<file path="config.mk">
export PLATFORM = sky130hd
export DESIGN_NAME = calc_btn_cond
export DESIGN_NICKNAME = d
export VERILOG_FILES = /design/src/rtl/calc_pkg.sv /design/src/rtl/calc_debounce.sv /design/src/rtl/calc_btn_cond.sv
export SDC_FILE = /design/constraint.sdc
export NUM_CORES = 1
export LEC_CHECK = 0
export BUFFER_PORTS_ARGS = -buffer_cell sky130_fd_sc_hd__buf_4
export CORE_MARGIN = 2
export CORE_UTILIZATION = 45
export CTS_BUF_LIST = sky130_fd_sc_hd__clkbuf_4
export CTS_CLUSTER_DIAMETER = 50
export CTS_CLUSTER_SIZE = 20
export DETAILED_ROUTE_END_ITERATION = 8
export GPL_ROUTABILITY_DRIVEN = 0
export GPL_TIMING_DRIVEN = 0
export SYNTH_ARGS = -nofsm -noshare
export SYNTH_HDL_FRONTEND = slang
export SYNTH_SLANG_ARGS = --single-unit
</file>
<file path="constraint.sdc">
create_clock -name clk -period 1.8 [get_ports clk]
set_clock_uncertainty 0.2 [all_clocks]
set_input_delay 0.27 -clock clk [delete_from_list [all_inputs] [get_ports clk]]
set_output_delay 0.27 -clock clk [all_outputs]
set_load 0.1 [all_outputs]
</file>
<file path="src/rtl/calc_pkg.sv">
// Shared definitions for the calculator push-button conditioner.
//
// Contents:
//   BTN_C/BTN_U/BTN_L/BTN_R/BTN_D : bit positions of each button in the
//                                   5-bit button buses.
//   NUM_BTNS                      : number of button channels.
//   deb_state_e                   : per-channel debounce state.
//   SYNC_STAGES                   : input synchronizer depth.
//
// Build option:
//   CALC_BTN_SYNC2_EN defined   -> SYNC_STAGES = 2 (metastability synchronizer)
//   CALC_BTN_SYNC2_EN undefined -> SYNC_STAGES = 1 (single input register)
package calc_pkg;

    localparam int unsigned BTN_C    = 0;
    localparam int unsigned BTN_U    = 1;
    localparam int unsigned BTN_L    = 2;
    localparam int unsigned BTN_R    = 3;
    localparam int unsigned BTN_D    = 4;
    localparam int unsigned NUM_BTNS = 5;

    typedef enum logic [1:0] {
        IDLE_LO,
        WAIT_HI,
        IDLE_HI,
        WAIT_LO
    } deb_state_e;

`ifdef CALC_BTN_SYNC2_EN
    localparam int unsigned SYNC_STAGES = 2;
`else
    localparam int unsigned SYNC_STAGES = 1;
`endif

endpackage

</file>
<file path="src/rtl/calc_debounce.sv">
// Single-channel button conditioner: input synchronizer, debounce FSM with
// stability counter, and registered level/press/release outputs.
//
// Ports:
//   clk    : system clock, rising edge
//   resetn : synchronous active-low reset
//   raw    : asynchronous button input
//   level  : debounced level (registered)
//   press  : one-cycle pulse when level first reads 1
//   rls    : one-cycle pulse when level first reads 0
//
// Synchronizer depth comes from calc_pkg::SYNC_STAGES (CALC_BTN_SYNC2_EN).
module calc_debounce
    import calc_pkg::*;
#(
    parameter int unsigned DEBOUNCE_CYCLES = 500000
) (
    input  logic clk,
    input  logic resetn,
    input  logic raw,
    output logic level,
    output logic press,
    output logic rls
);

    localparam int unsigned CW = $clog2(DEBOUNCE_CYCLES) + 1;
    localparam logic [CW-1:0] CNT_LAST = CW'(DEBOUNCE_CYCLES - 1);
    localparam logic [CW-1:0] CNT_ONE  = CW'(1);

    logic [SYNC_STAGES-1:0] sync_q, sync_d;
    deb_state_e             state_q, state_d;
    logic [CW-1:0]          cnt_q, cnt_d;
    logic                   level_q, level_d;
    logic                   press_q, press_d;
    logic                   rls_q, rls_d;
    logic                   s;

    assign s = sync_q[SYNC_STAGES-1];

    always_comb begin
        sync_d    = sync_q << 1;
        sync_d[0] = raw;
    end

    // The counter tracks how many consecutive samples have disagreed with
    // the accepted level; it is cleared whenever the FSM is not waiting.
    always_comb begin
        state_d = state_q;
        cnt_d   = '0;
        unique case (state_q)
            IDLE_LO: begin
                if (s) begin
                    state_d = WAIT_HI;
                    cnt_d   = CNT_ONE;
                end
            end
            WAIT_HI: begin
                if (!s) begin
                    state_d = IDLE_LO;
                end else if (cnt_q == CNT_LAST) begin
                    state_d = IDLE_HI;
                end else begin
                    cnt_d = cnt_q + CNT_ONE;
                end
            end
            IDLE_HI: begin
                if (!s) begin
                    state_d = WAIT_LO;
                    cnt_d   = CNT_ONE;
                end
            end
            WAIT_LO: begin
                if (s) begin
                    state_d = IDLE_HI;
                end else if (cnt_q == CNT_LAST) begin
                    state_d = IDLE_LO;
                end else begin
                    cnt_d = cnt_q + CNT_ONE;
                end
            end
        endcase
    end

    // Level is decoded from the current state and registered, so the edge
    // pulses compare the new level against the registered one to stay
    // aligned with the first cycle the level output changes.
    always_comb begin
        level_d = (state_q == IDLE_HI) || (state_q == WAIT_LO);
        press_d = level_d & ~level_q;
        rls_d   = ~level_d & level_q;
    end

    always_ff @(posedge clk) begin
        if (!resetn) begin
            sync_q  <= '0;
            state_q <= IDLE_LO;
            cnt_q   <= '0;
            level_q <= 1'b0;
            press_q <= 1'b0;
            rls_q   <= 1'b0;
        end else begin
            sync_q  <= sync_d;
            state_q <= state_d;
            cnt_q   <= cnt_d;
            level_q <= level_d;
            press_q <= press_d;
            rls_q   <= rls_d;
        end
    end

    assign level = level_q;
    assign press = press_q;
    assign rls   = rls_q;

endmodule

</file>
<file path="src/rtl/calc_btn_cond.sv">
// Calculator push-button conditioner: five independent debounce channels.
//
// Ports:
//   clk         : system clock, rising edge
//   resetn      : synchronous active-low reset
//   btn_raw     : raw buttons, [4:0] = btnd, btnr, btnl, btnu, btnc
//   btn_level   : debounced levels, same order ([3:1] feed the opcode decoder)
//   btn_press   : one-cycle pulse per debounced rising edge
//   btn_release : one-cycle pulse per debounced falling edge
//
// Build option: CALC_BTN_SYNC2_EN selects a two-flop input synchronizer.
module calc_btn_cond
    import calc_pkg::*;
#(
    parameter int unsigned DEBOUNCE_CYCLES = 500000
) (
    input  logic       clk,
    input  logic       resetn,
    input  logic [4:0] btn_raw,
    output logic [4:0] btn_level,
    output logic [4:0] btn_press,
    output logic [4:0] btn_release
);

    for (genvar i = 0; i < NUM_BTNS; i++) begin : g_chan
        calc_debounce #(
            .DEBOUNCE_CYCLES(DEBOUNCE_CYCLES)
        ) u_deb (
            .clk   (clk),
            .resetn(resetn),
            .raw   (btn_raw[i]),
            .level (btn_level[i]),
            .press (btn_press[i]),
            .rls   (btn_release[i])
        );
    end

endmodule
</file>
==> flow_summary.ini <==
[status]
status = finished with violations
violations = negative setup slack

[pwr]
p_leak_nw = 2.351
peakVddDrop_mv = 0.2798
p_per_area_nw_per_um2 = 617.5
total_power_mw = 4.430

[global_route]
first_global_vias = 4348
grt_first_pass_wirelength_um = 19690
track_usage = 0.1821
overflow = 0
grt_max_degree = 17
antenna_found_initial = 0

[yosys]
synth_top_area_share = 0.4564
avgSynthCellArea_um2 = 8.758
synth_mux_area_frac = 0.003511
yosys.area_share.simple = 0.2952
syn_area_um2 = 5702
synth_compound_area_frac = 0.07615
synth_cells = 651
synth_nets = 663
synth_area_leaders = dfxtp_1, nor2_1, xnor2_1
yosysMostFrequentCell = dfxtp_1
synth_top_family_by_area = simple AND/OR/NAND/NOR gates
synth_edf_count = 0
synth_ff_type = dfxtp_1
yosysTopAreaCell = dfxtp_1
synth_xor_area_frac = 0.1075
synth_cell_types = 44
synth-seq-area-share = 0.4564
ys_ff_latch = 130
synth_common_cells = dfxtp_1, nor2_1, nand2_1, xnor2_1, nand3_1
ys_warn_count = 0
synthArstFlopShare = 0
synthAdderAreaFrac = 0.01097

[floorplan]
coreArea_um2 = 12520
start_util = 0.4555
dieArea_um2 = 13590
die_x_um = 116.6
rows = 41
die_h_um = 116.6
io_pins = 22

[detailed_routing]
drc = 0
viasPerCell = 5.219
wl_per_cell_um = 13.16
first_pass_iters = 4
ant_nets = 0
wl_um = 12010
vias = 4760
drtIter0Drc = 288

[clock_network]
root_buffer = clkbuf_4
numCtsBuffers = 17
clk_pin_slew_ns = 0.10
clk_latency_ns = 0.51
clk_path_buf_depth = 2
cts_tree = done
cts_num_sinks = 130
htree_levels = 4

[critical_path]
cpPeakStageDelay_ns = 0.56
crit_required_ns = 2.06
crit_type = register to register
cp_data_arrival_time_ns = 2.11
crit_path_start_kind = register
r2r_cells = 5
path_cells = buf_6 > nand2_1 > or4_4 > or3_4 > a21oi_2
slowest_stage = or4_4
cp_max_fo = 7
critPathCaptureType = register

[placed_design]
dp_hpwl_um = 7648
port_buffers = 21
dp_cells = 844

[timing]
fin_ws_ns = -0.04916
post-route-period-util = 1.027
timing.slew.headroom = 0.6157
setup_viol = 6
rsz0062_at_grt = true
fmax_ghz = 0.5408
hold_violations = 0
slew_violations = 0
holdWs_ns = 0.1645
period_needed_ns = 1.849
worst_pin_slew_ns = 0.5765

[final_layout]
nets = 746
drive_above_1_share = 0.3041
finalNonFillerCells = 912
num_antenna_cells = 0
fill_cells = 1165
synthToLayoutAreaGrowth_pct = 25.83

[flow_run]
drv_cap = 0

[min_path]
hold_path.class = primary input to register
min_path_cells = 5
## placed cells by master, fill, tap and decap left out, drive strengths merged, types with 2 or more instances in the layout
cell type	netlist	layout
nand2b	2	2
nand2	46	46
a21oi	30	30
nor2b	3	3
nor3	20	20
and4	13	13
xor2	32	32
o21ai	16	16
inv	25	25
or4	10	10
ha	5	5
dlygate4sd3	0	5
nand3	36	36
xnor2	38	38
nor4b	5	5
buf	20	87
nor4bb	4	4
o31ai	8	8
nor4	17	17
and2	9	9
a31o	2	2
o21a	3	3
clkinv	0	4
dfxtp	130	130
or3	17	17
o21bai	6	6
mux2i	2	2
nor2	91	91
clkbuf	14	27
nand4	32	32
and3	7	7
## registers in the layout, summed over array words and instances (netlist names), named ones only
signal / flops
g_chan.u_deb.s: 5
g_chan.u_deb.level: 5
g_chan.u_deb.state_q: 5
g_chan.u_deb.rls: 5
g_chan.u_deb.press: 5
g_chan.u_deb.cnt_q: 100
## timing repair
action	CTS	global route
setup endpoints to repair	96	97
pin swaps	26	21
buffers inserted	27	19
gates resized for setup	70	75
hold buffers	5	0
endpoints found under the hold margin	5	0
## per-layer routing
metal,track usage,share of wire
met5,0,0
met4,0.05882,0.011
met3,0.05449,0.026
met2,0.2946,0.48
met1,0.2344,0.48
## report_power, final
| group | internal, mW | switching (mW) | total, mW |
|---|---|---|---|
| combinational | 0.0380 | 0.0415 | 0.0795 |
| sequential | 2.86 | 0.0144 | 2.87 |
| clock | 0.541 | 0.938 | 1.48 |
| total | 3.44 | 0.994 | 4.43 |
## kinds of logic after synthesis
logic type / Yosys count
multiplexers: 2
AND/OR/NAND/NOR: 315
adder cells (fa/ha/maj): 5
flip-flops: 130
XOR/XNOR: 70
AO/OA/AOI/OAI: 70
buffers and inverters: 59
## critical path: cells and delay by family (launching register included)
| family | cells | cell delay, ns |
|---|---|---|
| buf+inv | 1 | 0.12 |
| simple gates | 3 | 1.01 |
| compound gates | 1 | 0.12 |
| flops | 1 | 0.34 |
## area by class of cell
type,instances,area [µm²],share of cell area
Buffer,26,196.4,0.02738
Clock buffer,21,157.7,0.02197
Clock inverter,4,17.52,0.002442
Inverter,25,93.84,0.01308
Multi-Input combinational cell,462,3194,0.4452
Sequential cell,130,2720,0.3791
Tap cell,172,215.2,0.03000
Timing Repair Buffer,72,579.3,0.08075
## per-stage QoR
stage	setup slack, ns	area, µm²	setup TNS, ns	utilization
after floorplan	-0.05383	5771	-0.08200	-
final	-0.04916	7174	-0.1739	0.5732
after detailed placement	-0.4410	6143	-23.95	0.4908
after CTS	-0.02956	6787	-0.1082	0.5422
after global placement	-0.4281	6143	-22.27	0.4908
after global routing	-0.1259	7174	-1.064	0.5732
## worst paths after layout
check                                              start                         to  slack [ns]
worst min-delay path                              resetn   g_chan[4].u_deb.cnt_q[1]        0.16
worst min register to register     g_chan[3].u_deb.level      g_chan[3].u_deb.press        0.25
worst max register to register  g_chan[2].u_deb.cnt_q[5]  g_chan[2].u_deb.cnt_q[18]       -0.05
worst max-delay path            g_chan[2].u_deb.cnt_q[5]  g_chan[2].u_deb.cnt_q[18]       -0.05
No activity file was read; power rests on OpenSTA's default activity.
